$ cat config.mk
export PLATFORM = sky130hd
export DESIGN_NAME = srl16_fifo_ctrl
export DESIGN_NICKNAME = d
export VERILOG_FILES = /design/src/rtl/srl_fifo_pkg.sv /design/src/rtl/srl16e.sv /design/src/rtl/srl16_fifo_ctrl.sv
export SDC_FILE = /design/constraint.sdc
export NUM_CORES = 1
export LEC_CHECK = 0
export BUFFER_PORTS_ARGS = -buffer_cell sky130_fd_sc_hd__buf_2
export CORE_UTILIZATION = 45
export DETAILED_ROUTE_END_ITERATION = 12
export GPL_ROUTABILITY_DRIVEN = 0
export MAX_ROUTING_LAYER = met4
export SETUP_SLACK_MARGIN = 0.4
export SLEW_MARGIN = 20
export SYNTH_ARGS = -nofsm -noshare
export SYNTH_HDL_FRONTEND = slang
export SYNTH_HIERARCHICAL = 1
export SYNTH_SLANG_ARGS = --single-unit
export TNS_END_PERCENT = 5
$ cat constraint.sdc
create_clock -name CLK -period 12.7 [get_ports CLK]
set_clock_uncertainty 0.05 [all_clocks]
set_input_delay 1.905 -clock CLK [delete_from_list [all_inputs] [get_ports CLK]]
set_output_delay 1.905 -clock CLK [all_outputs]
set_load 0.005 [all_outputs]
$ cat src/rtl/srl_fifo_pkg.sv
// Shared constants and helpers for the SRL16E-based FIFO controller.
// Holds the SRL geometry and the occupancy-counter update rule.
package srl_fifo_pkg;

    localparam int SRL_DEPTH = 16;
    localparam int SRL_AW    = 4;
    localparam int LVL_W     = 5;

    // A simultaneous push and load leaves the count unchanged.
    function automatic logic [LVL_W-1:0] next_cnt(
        input logic [LVL_W-1:0] cnt,
        input logic             push,
        input logic             load,
        input logic             flush
    );
        logic [LVL_W-1:0] n;
        n = cnt;
        if (flush)
            n = '0;
        else if (push && !load)
            n = cnt + 1'b1;
        else if (load && !push)
            n = cnt - 1'b1;
        return n;
    endfunction

endpackage

$ cat src/rtl/srl16e.sv
// Behavioural model of the 16-bit addressable shift-register primitive.
// No reset: contents start from INIT and only change on CE.
module SRL16E #(
    parameter logic [15:0] INIT            = 16'h0,
    parameter bit          IS_CLK_INVERTED = 1'b0
) (
    output logic Q,
    input  logic A0,
    input  logic A1,
    input  logic A2,
    input  logic A3,
    input  logic CE,
    input  logic CLK,
    input  logic D
);

    logic [15:0] sr = INIT;

    generate
        if (IS_CLK_INVERTED) begin : g_neg
            always_ff @(negedge CLK)
                if (CE) sr <= {sr[14:0], D};
        end else begin : g_pos
            always_ff @(posedge CLK)
                if (CE) sr <= {sr[14:0], D};
        end
    endgenerate

    assign Q = sr[{A3, A2, A1, A0}];

endmodule

$ cat src/rtl/srl16_fifo_ctrl.sv
// 16-deep FIFO built from WIDTH SRL16E primitives plus a registered output.
// Oldest word always sits at address cnt-1; total capacity is 17 words.
module srl16_fifo_ctrl
    import srl_fifo_pkg::*;
#(
    parameter int WIDTH     = 8,
    parameter int AFULL_LVL = 12
) (
    input  logic             CLK,
    input  logic             RST_N,
    input  logic             FLUSH,
    input  logic             IN_VALID,
    output logic             IN_READY,
    input  logic [WIDTH-1:0] IN_DATA,
    output logic             OUT_VALID,
    input  logic             OUT_READY,
    output logic [WIDTH-1:0] OUT_DATA,
    output logic [LVL_W-1:0] LEVEL,
    output logic             ALMOST_FULL
);

    localparam logic [LVL_W-1:0] FULL = LVL_W'(SRL_DEPTH);
    localparam logic [LVL_W-1:0] AFL  = LVL_W'(AFULL_LVL);

    logic [LVL_W-1:0]  cnt;
    logic [LVL_W-1:0]  cnt_m1;
    logic [SRL_AW-1:0] addr;
    logic [WIDTH-1:0]  srl_q;
    logic              push;
    logic              load;

    assign IN_READY    = (cnt != FULL);
    assign push        = IN_VALID & IN_READY & ~FLUSH;
    assign load        = (cnt != '0) & (~OUT_VALID | OUT_READY) & ~FLUSH;
    assign cnt_m1      = cnt - 1'b1;
    assign addr        = (cnt != '0) ? cnt_m1[SRL_AW-1:0] : '0;
    assign LEVEL       = cnt;
    assign ALMOST_FULL = (cnt >= AFL);

    generate
        for (genvar i = 0; i < WIDTH; i++) begin : g_srl
            SRL16E #(
                .INIT            (16'h0),
                .IS_CLK_INVERTED (1'b0)
            ) u_srl (
                .Q   (srl_q[i]),
                .A0  (addr[0]),
                .A1  (addr[1]),
                .A2  (addr[2]),
                .A3  (addr[3]),
                .CE  (push),
                .CLK (CLK),
                .D   (IN_DATA[i])
            );
        end
    endgenerate

    always_ff @(posedge CLK or negedge RST_N) begin
        if (!RST_N)
            cnt <= '0;
        else
            cnt <= next_cnt(cnt, push, load, FLUSH);
    end

    always_ff @(posedge CLK or negedge RST_N) begin
        if (!RST_N) begin
            OUT_VALID <= 1'b0;
            OUT_DATA  <= '0;
        end else if (FLUSH) begin
            OUT_VALID <= 1'b0;
        end else if (load) begin
            OUT_VALID <= 1'b1;
            OUT_DATA  <= srl_q;
        end else if (OUT_VALID && OUT_READY) begin
            OUT_VALID <= 1'b0;
        end
    end

endmodule

After elaboration in Yosys (flattened, before gate mapping)
Cells that the tools add are included.
W data, S select, Z words.
{"block": "word_totals", "register_bits": 142, "romBits": 0, "ramBits": 0, "in_bits": 13, "word_cells": 55, "latch_bits": 0, "memories": 0, "output_inout_bits": 16}
{"block": "classes", "n_shift": 0, "div": 0, "eq_ne": 1, "add_sub_neg": 2, "reduce_logical": 9, "mux": 23, "bitwise_logic": 7, "n_lt_le_gt_ge": 2, "n_mul": 0}
{"cell": "$bmux W1 S4", "count": 8}
{"cell": "$mux W5", "count": 3}
{"cell": "$mux W1", "count": 11}
{"cell": "$reduce_bool A3 Y1", "count": 2}
{"cell": "$add A5 B1 Y5 const B", "count": 1}
{"cell": "$ge A5 B4 Y1 const B", "count": 1}
{"cell": "$lt A4 B5 Y1 const B", "count": 1}
{"cell": "$ne A5 B5 Y1 const B", "count": 1}
{"cell": "$reduce_bool A5 Y1", "count": 1}
{"cell": "$sub A5 B1 Y5 const B", "count": 1}
{"cell": "$and A1 B1 Y1", "count": 4}
{"cell": "$mux W4", "count": 1}
{"cell": "$logic_and A1 B1 Y1", "count": 3}
{"cell": "$logic_not A1 Y1", "count": 2}
{"cell": "$not A1 Y1", "count": 2}
{"cell": "$reduce_and A2 Y1", "count": 1}
{"cell": "$or A1 B1 Y1", "count": 1}

Longest topological paths before layout
Gate-level depths: netlist of run 1.
{"block": "depth", "word_depth": 8, "mapped_depth": 9}

Modules after synthesis
The synthesis of run 1 kept the hierarchy.
{"module": "SRL16E", "cells_each": 23, "area_each_um2": 615.6, "n_inst": 8}
{"module": "srl16_fifo_ctrl", "cells_each": 90, "area_each_um2": 927.1, "n_inst": 1}

Least setup slack after synthesis of run 1
No wires, ideal clock.
{"block": "synth_timing", "path_kind": "register to register", "startpoint": "reg cnt[0] (netlist: LEVEL[0])", "endpoint": "reg OUT_DATA[1]", "t_arrival_ps": 3869, "synth_period_minus_slack_ps": 4047, "setup_slack_ps": 8653, "path_stages_with_launch": 10, "n_path_buf": 1, "setup_time_ps": 128, "path_cell_list": "dfrtp_1 inv_1 ha_1 nor4b_4 buf_2 nor2_1 mux4_1 mux2i_1 mux2i_1 mux2_1"}
{"block": "synth_between", "elab_chain_cells": 4, "word_cells_on_any_way": 8, "classes_between": "1 x add/sub; 3 x mux; 2 x bitwise; 2 x reduce/logical"}
{"element": "start, declared", "line": "srl16_fifo_ctrl.sv:25", "source": "logic [LVL_W-1:0] cnt;"}
{"element": "start signal, assigned", "line": "srl16_fifo_ctrl.sv:62", "source": "cnt <= next_cnt(cnt, push, load, FLUSH);"}
{"element": "$sub A5 B1 Y5 or $reduce_bool A5 Y1 (tied branches)"}
{"element": "$mux W4 *", "line": "srl16_fifo_ctrl.sv:36", "source": "assign addr = (cnt != '0) ? cnt_m1[SRL_AW-1:0] : '0;"}
{"element": "net addr[0]", "line": "srl16_fifo_ctrl.sv:27", "source": "logic [SRL_AW-1:0] addr;"}
{"element": "$bmux W1 S4 *", "line": "srl16e.sv:29", "source": "assign Q = sr[{A3, A2, A1, A0}];"}
{"element": "$mux W1 (implied by the code) *", "line": "srl16e.sv:29"}
{"element": "net srl_q[1]", "line": "srl16_fifo_ctrl.sv:28", "source": "logic [WIDTH-1:0] srl_q;"}
{"element": "end signal, assigned", "line": "srl16_fifo_ctrl.sv:73", "source": "OUT_DATA <= srl_q;"}
{"element": "end, declared", "line": "srl16_fifo_ctrl.sv:17", "source": "output logic [WIDTH-1:0] OUT_DATA,"}
The timed path passes the listed nets; every way through them passes the cells marked *. The select of a mux whose other input is x is not followed.
A chain may end at the register's enable or synchronous reset.

Worst setup path after layout of run 1
{"block": "layout_timing", "startpoint": "in FLUSH", "endpoint": "reg g_srl[7].u_srl.sr[2] (enable)"}
{"block": "layout_between", "elab_chain_cells": 2}
{"element": "start, declared", "line": "srl16_fifo_ctrl.sv:11", "source": "input logic FLUSH,"}
{"element": "$not A1 Y1 (no line)"}
{"element": "$and A1 B1 Y1", "line": "srl16_fifo_ctrl.sv:33", "source": "assign push = IN_VALID & IN_READY & ~FLUSH;"}
{"element": "net push", "line": "srl16_fifo_ctrl.sv:29", "source": "logic push;"}
{"element": "end signal, assigned", "line": "srl16e.sv:25", "source": "if (CE) sr <= {sr[14:0], D};"}
{"element": "end, declared", "line": "srl16e.sv:17", "source": "logic [15:0] sr = INIT;"}
The timed path passes the listed nets, and every way through them passes these cells.

==> reports/metrics.yaml, run 1 <==
run:
  max_cap_viol_count: 0
worst_setup_path:
  cp_max_fo: 87
  rr_worst_depth: 7
  path_cells: "buf_2, nor2b_1, nand2_8, inv_4, buf_4"
  rr_endpoint: "g_srl[7].u_srl/sr[2]"
  crit_path_end_kind: "flip-flop"
  cp.arrival_ns: 4.08
  timing.critical_path.from_type: "primary input"
  slowest_stage: "buf_4"
  ff2ff_setup_slack_ns: 9.47
  path_class: "primary input to flip-flop"
  r2r-start: "LEVEL[0]"
  max_stage_delay_ns: 0.92
  required_ns: 12.68
synthesis:
  synthCells: 274
  netlist_area_um2: 5850
  ys_seq_area_share_pct: 71.7
  synthTopCellsByArea: "edfxtp_1 (66%), mux4_1 (14%), dfrtp_1 (6.0%)"
  synth-async-reset-ratio_pct: 9.86
  synth_largest_area_cell: "edfxtp_1"
  yosys_most_used_dff: "edfxtp_1"
  syn_nets: 290
  synth_edf_count: 128
  synth-seq-cells: 142
  syn_area_per_cell_um2: 21.4
  synth_top_area_share_pct: 65.7
  ys_types: 37
  yosys_warnings: 6
layout:
  nets: 336
  post_route_cells_drive_above_1_share_pct: 21.0
  utilization_pct: 53.2
  n_antenna_cell: 0
  fillCellCount: 1018
  area_growth_pct: 15.1
clocking:
  clock-root-buffer: "clkbuf_16"
  cts.path.max_buffers: 2
  cts_resized: 0
  cts.sinks: 142
  path_clk_slew_ns: 0.05
  htreeDepth: 4
  clk_latency_ns: 0.41
  postCtsSetupBuffers: 0
  ctsHoldBuffers: 0
  cts_tree: "done"
  cts_made_buffers: 17
floorplan:
  start_util_pct: 46.2
  die_h_um: 116
  coreArea_um2: 12700
  dieWidth_um: 116
  ios: 29
  placementRows: 41
  die_area_um2: 13500
timing:
  finalHoldViolations: 0
  finalSetupTns_ns: 0
  tightest_slew_ns: 1.07
  max_slew_margin_pct: 28.7
  final-setup-viol-count: 0
  fmax_ghz: 0.244
  finalCritPeriodShare_pct: 32.3
  min_period_ns: 4.10
  rsz0062_at_grt: "false"
  hold_slack_ns: 0.389
  finalMaxSlewViolations: 0
global_route:
  antenna_found_initial: 0
  grt_pass1_vias: 2858
  grt_util_all_layers_pct: 16.4
  grt-ovfl-total: 0
  grt_pass1_wl_mm: 15.4
  grt_start_max_net_pins: 88
drt:
  wl_per_cell_um: 19.0
  drc: 0
  wl_met1_mm: 4.50
  dr.pass1.iters: 4
  first_iter_violations: 274
  viasPerCell: 5.50
  wl_met3_um: 423
  vias: 2775
  wl_mm: 9.58
  routed-wl-met2_mm: 4.54
  top_layer: "met4"
  antenna_left: 0
worst_hold_path:
  whs_endpoint: "g_srl[2].u_srl/sr[2]"
  min_from: "g_srl[2].u_srl/sr[1]"
  hold_depth: 0
  hp-class: "flip-flop to flip-flop"
placed_design:
  dp_hpwl_mm: 5.65
  port_buffers: 28
outcome:
  status: "completed"
pwr:
  powerDensity_nw_per_um2: 243
  ir_drop_v: 0.000128
  leakage_nw: 2.40
[sequential cells by signal, indices dropped and copies added, names as in the netlist]
register,cells
OUT_VALID,1
LEVEL,5
OUT_DATA,8
g_srl.u_srl/sr,128
[report_power, final]
| part | switching (mW) | internal (mW) | total, mW |
|---|---|---|---|
| logic | 0.291 | 0.298 | 0.589 |
| clock network | 0.174 | 0.264 | 0.437 |
| registers | 0.0361 | 0.573 | 0.609 |
| total | 0.501 | 1.13 | 1.64 |
[logic make-up (layout without fill, tap and decap cells)]
logic type,after synthesis,in the layout,share of synthesized area [%]
flops,142,142,71.7
mux,65,65,20.2
simple gates,25,25,2.80
compound gates,20,20,2.59
buf+inv,13,72,1.22
xor+xnor,6,6,0.898
fa+ha+maj,3,3,0.642
[per-stage QoR]
stage | setup slack, ns | instances | cell area, um2 | total power, mW
after CTS | 8.63 | 505 | 6740 | 1.66
final | 8.60 | 505 | 6740 | 1.64
after global routing | 8.47 | 505 | 6740 | 1.73
after global placement | 8.28 | 473 | 6220 | 1.21
after detailed placement | 8.15 | 473 | 6220 | 1.22
after floorplan | 8.65 | 274 | 5850 | 1.05
[worst max-delay path by stage]
stage | startpoint | to
after floorplan | LEVEL[0] | OUT_DATA[1]
after global placement | FLUSH | g_srl[4].u_srl/sr[0]
after detailed placement | FLUSH | g_srl[4].u_srl/sr[13]
after CTS | FLUSH | g_srl[2].u_srl/sr[4]
after global routing | FLUSH | g_srl[2].u_srl/sr[1]
final | FLUSH | g_srl[7].u_srl/sr[2]
[Yosys cell counts (all sizes together), types with 2 or more instances]
| master | number |
|---|---|
| edfxtp | 128 |
| mux4 | 32 |
| mux2i | 25 |
| dfrtp | 14 |
| mux2 | 8 |
| nor2 | 8 |
| inv | 7 |
| xnor2 | 6 |
| buf | 4 |
| nand3 | 4 |
| nor3 | 4 |
| a21oi | 3 |
| ha | 3 |
| o21ai | 3 |
| a2111oi | 2 |
| a211o | 2 |
| clkbuf | 2 |
| nand2b | 2 |
| nor2b | 2 |
| o31ai | 2 |
[worst max-delay path, delay by kind of cell]
family / cells / cell delay, ns
buffers and inverters: 3 / 1.56
AND/OR/NAND/NOR: 2 / 0.55
[cell usage in the layout (no fill, tap or decap), types with 5 or more instances in the layout]
cell,n
mux2_1,5
buf_4,5
clkinv_2,6
edfxtp_1,128
dfrtp_1,14
mux4_1,32
buf_2,28
mux2i_1,25
clkbuf_16,17
nor2_1,5
inv_1,5
xnor2_1,6
[layout make-up]
cell class	count	area, um2	area share, %
clock inverter	11	75.1	1.11
sequential	142	4190	62.2
multi-input combinational	119	1600	23.8
timing repair buffer	33	178	2.64
tap	172	215	3.19
inverter	7	31.3	0.464
clock buffer	21	440	6.54
[per-layer routing]
layer  track usage [%]  vias up
met5                 -        -
met4              6.15        0
met3              5.70       11
met2              23.7       64
met1              21.5     1427
li1                  -     1273
No activity file was read; power rests on OpenSTA's default activity.
==> run 2, diff against run 1 <==
clock period = 3.71 ns   (was 12.7 ns; I/O delays follow)
==> run 2 against run 1 <==
Die area did not move; register-to-register slack got worse by 8.8 ns; power rose to 3.7 times the previous value; worst setup slack got worse by 7.9 ns; core utilization rose by 1.6 points; sequential power rose to 3.4 times the previous value; combinational power rose to 3.5 times the previous value; critical path depth rose by 5; largest cell class unchanged; largest power group unchanged; highest routed layer unchanged.
==> reports/metrics.yaml, run 2 (synthesis gave the netlist of run 1 again) <==
worst_setup_path:
  cp.arrival_ns: 3.25  # was 4.08 ns
  timing.critical_path.from_type: "flip-flop"  # was primary input
  slowest_stage: "mux4_1"  # was buf_4
  cp-startpoint: "LEVEL[0]"  # was FLUSH
  max_stage_delay_ns: 0.66  # was 0.92 ns
  crit_path_end_kind: "flip-flop"  # unchanged
  path_common_cell: "mux2i_1"
  setup.worst_path.end: "OUT_DATA[7]"  # was g_srl[7].u_srl/sr[2]
  path_class: "flip-flop to flip-flop"  # was primary input to flip-flop
  cp_max_fo: 32  # was 87
  required_ns: 3.95  # was 12.68 ns
  ff2ff_setup_slack_ns: 0.70  # was 9.47 ns
  critPathTopFamily: "multiplexers"  # was buffers and inverters
  rr_endpoint: "OUT_DATA[7]"  # was g_srl[7].u_srl/sr[2]
  critical_path_depth: 10  # was 5
  path_cells: "inv_1, ha_1, nor4b_4, buf_4, nor2_4, buf_6, mux4_1, mux2i_1, mux2i_1, mux2_1"  # was buf_2, nor2b_1, nand2_8, inv_4, buf_4
  crit_buf_inv: 3  # unchanged
  r2r-start: "LEVEL[0]"  # unchanged
  rr_worst_depth: 10  # was 7
timing:
  fin_ws_ns: 0.699  # was 8.60 ns
  hold_slack_ns: 0.00689  # was 0.389 ns
  finalSetupTns_ns: 0  # unchanged
  rsz0062_at_grt: "false"  # unchanged
  finalHoldViolations: 0  # unchanged
  finalMaxSlewViolations: 0  # unchanged
  max_slew_margin_pct: 60.6  # was 28.7%
  final-setup-viol-count: 0  # unchanged
  tightest_slew_ns: 0.590  # was 1.07 ns
  min_period_ns: 3.01
  finalCritPeriodShare_pct: 81.2
  fmax_ghz: 0.332
pwr:
  p_int_mw: 4.32  # was 1.13 mW
  power_frac_seq_pct: 34.3  # was 37.2%
  powerDensity_nw_per_um2: 874  # was 243 nW/um2
  p_sw_share_pct: 28.8  # was 30.6%
  power_frac_comb_pct: 33.9  # was 36.0%
  ir_drop_v: 0.000371  # was 0.000128 V
  pwr-share-clk_pct: 31.8  # was 26.8%
  leakage_nw: 2.49  # was 2.40 nW
  netSwitchingPower_mw: 1.75  # was 501 uW
clocking:
  cts_tree: "done"  # unchanged
  path_clk_slew_ns: 0.06  # was 0.05 ns
  clk_latency_ns: 0.41  # about the same
  cts_resized: 0  # unchanged
  cts_made_buffers: 17  # unchanged
  ctsHoldBuffers: 0  # unchanged
  cts.sinks: 142  # unchanged
  postCtsSetupBuffers: 0  # unchanged
  cts.path.max_buffers: 2  # unchanged
  htreeDepth: 4  # unchanged
  clock-root-buffer: "clkbuf_16"  # unchanged
worst_hold_path:
  hp-class: "primary input to asynchronous set/reset pin"  # was flip-flop to flip-flop
drt:
  antenna_left: 0  # unchanged
  wl_mm: 9.55  # was 9.58 mm
  first_iter_violations: 187  # was 274
  vias: 2813  # was 2,775
  drc: 0  # unchanged
  dr.pass1.iters: 4  # unchanged
  wl_per_cell_um: 18.8  # was 19.0 um
  viasPerCell: 5.53  # was 5.50
layout:
  nets: 340  # was 336
  area_growth_pct: 18.6  # was 15.1%
  largest_reg_flops: 128  # unchanged
  final_common_cell: "edfxtp_1"  # unchanged
  final_cell_mix: "edfxtp_1 (128), mux4_1 (32), buf_2 (28), mux2i_1 (25), clkbuf_16 (17)"  # unchanged
  fillCellCount: 996  # was 1,018
  top_register: "g_srl.u_srl/sr"  # unchanged
  n_antenna_cell: 0  # unchanged
  post_route_cells_drive_above_1_share_pct: 23.1  # was 21.0%
  finalNonFillerCells: 509  # was 505
floorplan:
  dieWidth_um: 116  # unchanged
  die_area_um2: 13500  # unchanged
  ios: 29  # unchanged
  start_util_pct: 46.2  # unchanged
  die_h_um: 116  # unchanged
  coreArea_um2: 12700  # unchanged
  placementRows: 41  # unchanged
global_route:
  antenna_found_initial: 0  # unchanged
  grt_pass1_vias: 2785  # was 2,858
  grt_util_all_layers_pct: 16.4  # about the same
  grt_pass1_wl_mm: 15.2  # was 15.4 mm
  grt-ovfl-total: 0  # unchanged
  grt_start_max_net_pins: 62  # was 88
placed_design:
  dp_hpwl_mm: 5.52  # was 5.65 mm
  port_buffers: 28  # unchanged
  preCtsSetupSlack_ns: 0.560  # was 8.15 ns
  placed_cells: 477  # was 473
run:
  max_cap_viol_count: 0  # unchanged
outcome:
  status: "completed"  # unchanged
## run 2: layer usage
| layer | GRT usage (%) | part of all wire [%] |
|---|---|---|
| met1 | 22.1 | 48 |
| met5 | - | 0 |
| met2 | 22.7 | 47 |
| met4 | 7.52 | 1.9 |
| met3 | 5.33 | 3.5 |
## run 2: worst min path at each step
stage / to / slack, ns / cells past startpoint
after floorplan: LEVEL[0] / 0.21 / 0
after global placement: g_srl[0].u_srl/sr[7] / 0.37 / 0
after detailed placement: g_srl[6].u_srl/sr[1] / 0.38 / 0
after CTS: OUT_DATA[1] / 0.01 / 1
after global routing: OUT_DATA[1] / 0.01 / 1
final: OUT_DATA[5] / 0.007 / 1
## run 2: worst register-to-register path, stage by stage (launching register included)
cell and delay, ns:
dfrtp_1 0.47, inv_1 0.14, ha_1 0.23, nor4b_4 0.13
buf_4 0.20, nor2_4 0.10, buf_6 0.35, mux4_1 0.69
mux2i_1 0.15, mux2i_1 0.08, mux2_1 0.29
## run 2: power groups by stage
stage          logic, mW  clock network (mW)  registers [mW]
2_1_floorplan       1.55                   0            2.07
3_3_place_gp        2.05                   0            2.11
3_5_place_dp        2.09                   0            2.11
4_1_cts             2.09                1.98            2.08
5_1_grt             2.25                2.04            2.11
6_report            2.06                1.93            2.08
## run 2: through the flow
step / util (%) / area [um2] / total power, mW
after detailed placement: 49.4 / 6260 / 4.20
after CTS: 54.8 / 6940 / 6.15
after global routing: 54.8 / 6940 / 6.39
after floorplan: - / 5860 / 3.61
final: 54.8 / 6940 / 6.07
after global placement: 49.4 / 6260 / 4.16
## run 2: area by class of cell
cell class	instances	area [um2]	share of cell area, %
timing repair buffer	37	224	3.23
clock inverter	15	248	3.57
sequential	142	4190	60.4
multi-input combinational	119	1600	23.1
inverter	7	31.3	0.451
tap	172	215	3.10
clock buffer	17	425	6.13
==> run 3, diff against run 2 <==
ABC_AREA = 1   (was not set)
clock period = 2.7 ns   (was 3.71 ns; I/O delays follow)
==> run 3 against run 2 <==
Register-to-register slack worse by 0.19 ns; synthesized cell count grew 140%; power up 59%; maximum frequency grew 37%; sequential cell count is the same; sequential share of layout area down 5.9 points; cell count is 75% higher; largest cell class unchanged.
==> reports/metrics.yaml, run 3 <==
outcome:
  status: "completed"  # unchanged
timing:
  rsz0062_at_grt: "false"  # unchanged
  finalSetupTns_ns: 0  # unchanged
  tightest_slew_ns: 0.403  # was 0.590 ns
  final-setup-viol-count: 0  # unchanged
  finalCritPeriodShare_pct: 81.2  # about the same
  fmax_ghz: 0.456  # was 0.332 GHz
  min_period_ns: 2.19  # was 3.01 ns
  max_slew_margin_pct: 73.1  # was 60.6%
  hold_slack_ns: 0.118  # was 0.00689 ns
  finalMaxSlewViolations: 0  # unchanged
  finalHoldViolations: 0  # unchanged
layout:
  final_cell_mix: "nand2_1 (182), edfxtp_1 (128), inv_1 (110), nand3_1 (104), nand2_2 (32)"  # was edfxtp_1 (128), mux4_1 (32), buf_2 (28), mux2i_1 (25), clkbuf_16 (17)
  design_area_um2: 7700  # was 6940 um2
  multi_input_area_um2: 1730  # was 1600 um2
  nets: 712  # was 340
  n_antenna_cell: 0  # unchanged
  area_growth_pct: 15.9  # was 18.6%
  largest_reg_flops: 128  # unchanged
  fillCellCount: 1253  # was 996
  post_route_cells_drive_above_1_share_pct: 20.9  # was 23.1%
  seq_area_um2: 4200  # was 4190 um2
  final_common_cell: "nand2_1"  # was edfxtp_1
  top_register: "g_srl.u_srl/sr"  # unchanged
worst_setup_path:
  cp.arrival_ns: 2.44  # was 3.25 ns
  cp_max_fo: 10  # was 32
  crit_path_end_kind: "flip-flop"  # unchanged
  path_class: "flip-flop to flip-flop"  # unchanged
  timing.critical_path.from_type: "flip-flop"  # unchanged
  required_ns: 2.95  # was 3.95 ns
synthesis:
  ys_seq_area_share_pct: 63.1  # was 71.7%
  yosys_most_used_dff: "edfxtp_1"  # unchanged
  yosys_warnings: 6  # unchanged
  synth_edf_count: 128  # unchanged
  synth_largest_area_cell: "edfxtp_1"  # unchanged
  synthCells: 644  # was 274
  syn_nets: 660  # was 290
  synth_top_area_share_pct: 57.8  # was 65.7%
  ys_types: 24  # was 37
  yosysMostFrequentCell: "nand2_1"  # was edfxtp_1
  syn_area_per_cell_um2: 10.3  # was 21.4 um2
  synth-async-reset-ratio_pct: 9.86  # unchanged
  netlist_area_um2: 6650  # was 5850 um2
  synth_top_cells_by_count: "nand2_1 (182), edfxtp_1 (128), inv_1 (115)"  # was edfxtp_1 (128), mux4_1 (32), mux2i_1 (25)
  synth-seq-cells: 142  # unchanged
  synthTopCellsByArea: "edfxtp_1 (58%), nand2_1 (10%), nand3_1 (7.9%)"  # was edfxtp_1 (66%), mux4_1 (14%), dfrtp_1 (6.0%)
placed_design:
  port_buffers: 28  # unchanged
  placed_area_um2: 7020  # was 6260 um2
  dp_hpwl_mm: 7.45  # was 5.52 mm
floorplan:
  ios: 29  # unchanged
  coreArea_um2: 14500  # was 12,700 um2
  die_h_um: 124  # was 116 um
  dieWidth_um: 124  # was 116 um
  start_util_pct: 45.9  # was 46.2%
  die_area_um2: 15300  # was 13,500 um2
  placementRows: 44  # was 41
clocking:
  path_clk_slew_ns: 0.06  # about the same
  clk_latency_ns: 0.41  # about the same
  cts.path.max_buffers: 2  # unchanged
  cts_made_buffers: 17  # unchanged
  cts_tree: "done"  # unchanged
  htreeDepth: 4  # unchanged
  cts.sinks: 142  # unchanged
  clock-root-buffer: "clkbuf_16"  # unchanged
run:
  max_cap_viol_count: 0  # unchanged
drt:
  viasPerCell: 4.83  # was 5.53
  dr.pass1.iters: 4  # unchanged
  vias: 4312  # was 2,813
  antenna_left: 0  # unchanged
  wl_per_cell_um: 14.0  # was 18.8 um
  first_iter_violations: 322  # was 187
  wl_mm: 12.5  # was 9.55 mm
  drc: 0  # unchanged
global_route:
  antenna_found_initial: 0  # unchanged
  grt_pass1_vias: 3977  # was 2,785
  grt_start_max_net_pins: 43  # was 62
  grt_util_all_layers_pct: 17.6  # was 16.4%
  grt_pass1_wl_mm: 19.6  # was 15.2 mm
  grt-ovfl-total: 0  # unchanged
pwr:
  powerDensity_nw_per_um2: 1250  # was 874 nW/um2
  leakage_nw: 3.45  # was 2.49 nW
  finalPower_mw: 9.66  # was 6.07 mW
  ir_drop_v: 0.000462  # was 0.000371 V
worst_hold_path:
  hp-class: "primary input to flip-flop"  # was primary input to asynchronous set/reset pin
run 3: metal layers:
| metal | routed length, um | global-route usage [%] | up-vias |
|---|---|---|---|
| li1 | - | - | 2173 |
| met1 | 5990 | 23.8 | 2023 |
| met2 | 5740 | 25.8 | 100 |
| met3 | 541 | 4.57 | 16 |
| met4 | 187 | 5.95 | 0 |
| met5 | 0 | - | - |
run 3: cells by family (layout without fill, tap and decap cells):
family	after synthesis	in the layout	share of synthesized area, %
XOR/XNOR	3	3	0.395
flip-flops	142	142	63.1
buffers and inverters	153	218	11.1
AND/OR/NAND/NOR	341	341	24.5
adder cells (fa/ha/maj)	3	3	0.565
AO/OA/AOI/OAI	2	2	0.320
run 3: worst paths after layout:
kind                                      start                   end  slack (ns)  cells after the start
setup / recovery                       LEVEL[1]           OUT_DATA[7]        0.51                     14
hold / removal                       IN_DATA[2]  g_srl[2].u_srl/sr[0]        0.12                      1
setup reg to reg                       LEVEL[1]           OUT_DATA[7]        0.51                     14
hold reg to reg            g_srl[6].u_srl/sr[5]  g_srl[6].u_srl/sr[6]        0.40                      0
max in group asynchronous                 RST_N              LEVEL[1]        1.89                      2
min in group asynchronous                 RST_N           OUT_DATA[4]        0.41                      2
run 3: area by class of cell:
cell class	count	area share (%)
multi-input cells	349	22.5
repair buffers	44	4.68
flip-flops and latches	142	54.5
clock inverters	6	1.14
inverters	142	8.02
clock buffers	26	6.22
well taps	184	2.99
run 3: report_power, final:
group	internal, mW	switching, mW	total [mW]
Combinational	1.71	2.86	4.56
Clock	1.41	0.830	2.24
Sequential	2.69	0.176	2.86
run 3: what timing repair did:
| item | CTS | global route |
|---|---|---|
| resized for setup | 2 | 6 |
| hold buffers | 1 | 0 |
| cloned | 0 | 2 |
| hold endpoints to repair | 14 | 0 |
| setup buffers | 1 | 3 |
| pin swaps | 0 | 2 |
| endpoints found under the setup margin | 8 | 8 |
run 3: metrics by stage:
| step | worst slack, ns | utilization, % | cells |
|---|---|---|---|
| 6_report | 0.507 | 53.2 | 893 |
| 5_1_grt | 0.391 | 53.2 | 893 |
| 4_1_cts | 0.408 | 52.6 | 888 |
| 3_5_place_dp | 0.308 | 48.5 | 854 |
| 3_3_place_gp | 0.361 | 48.5 | 854 |
| 2_1_floorplan | 0.447 | - | 644 |
run 3: worst max-delay path, stage by stage, from the launching register on:
cell and delay [ns]:
dfrtp_2 0.42, inv_2 0.07, ha_4 0.18, nand3_4 0.11
inv_1 0.08, or2_2 0.30, clkinvlp_4 0.11, buf_12 0.15
clkinvlp_4 0.13, nand3_1 0.10, nand3_1 0.07, nand3_1 0.09
nand2_1 0.05, nand2_1 0.09, nand2_1 0.05
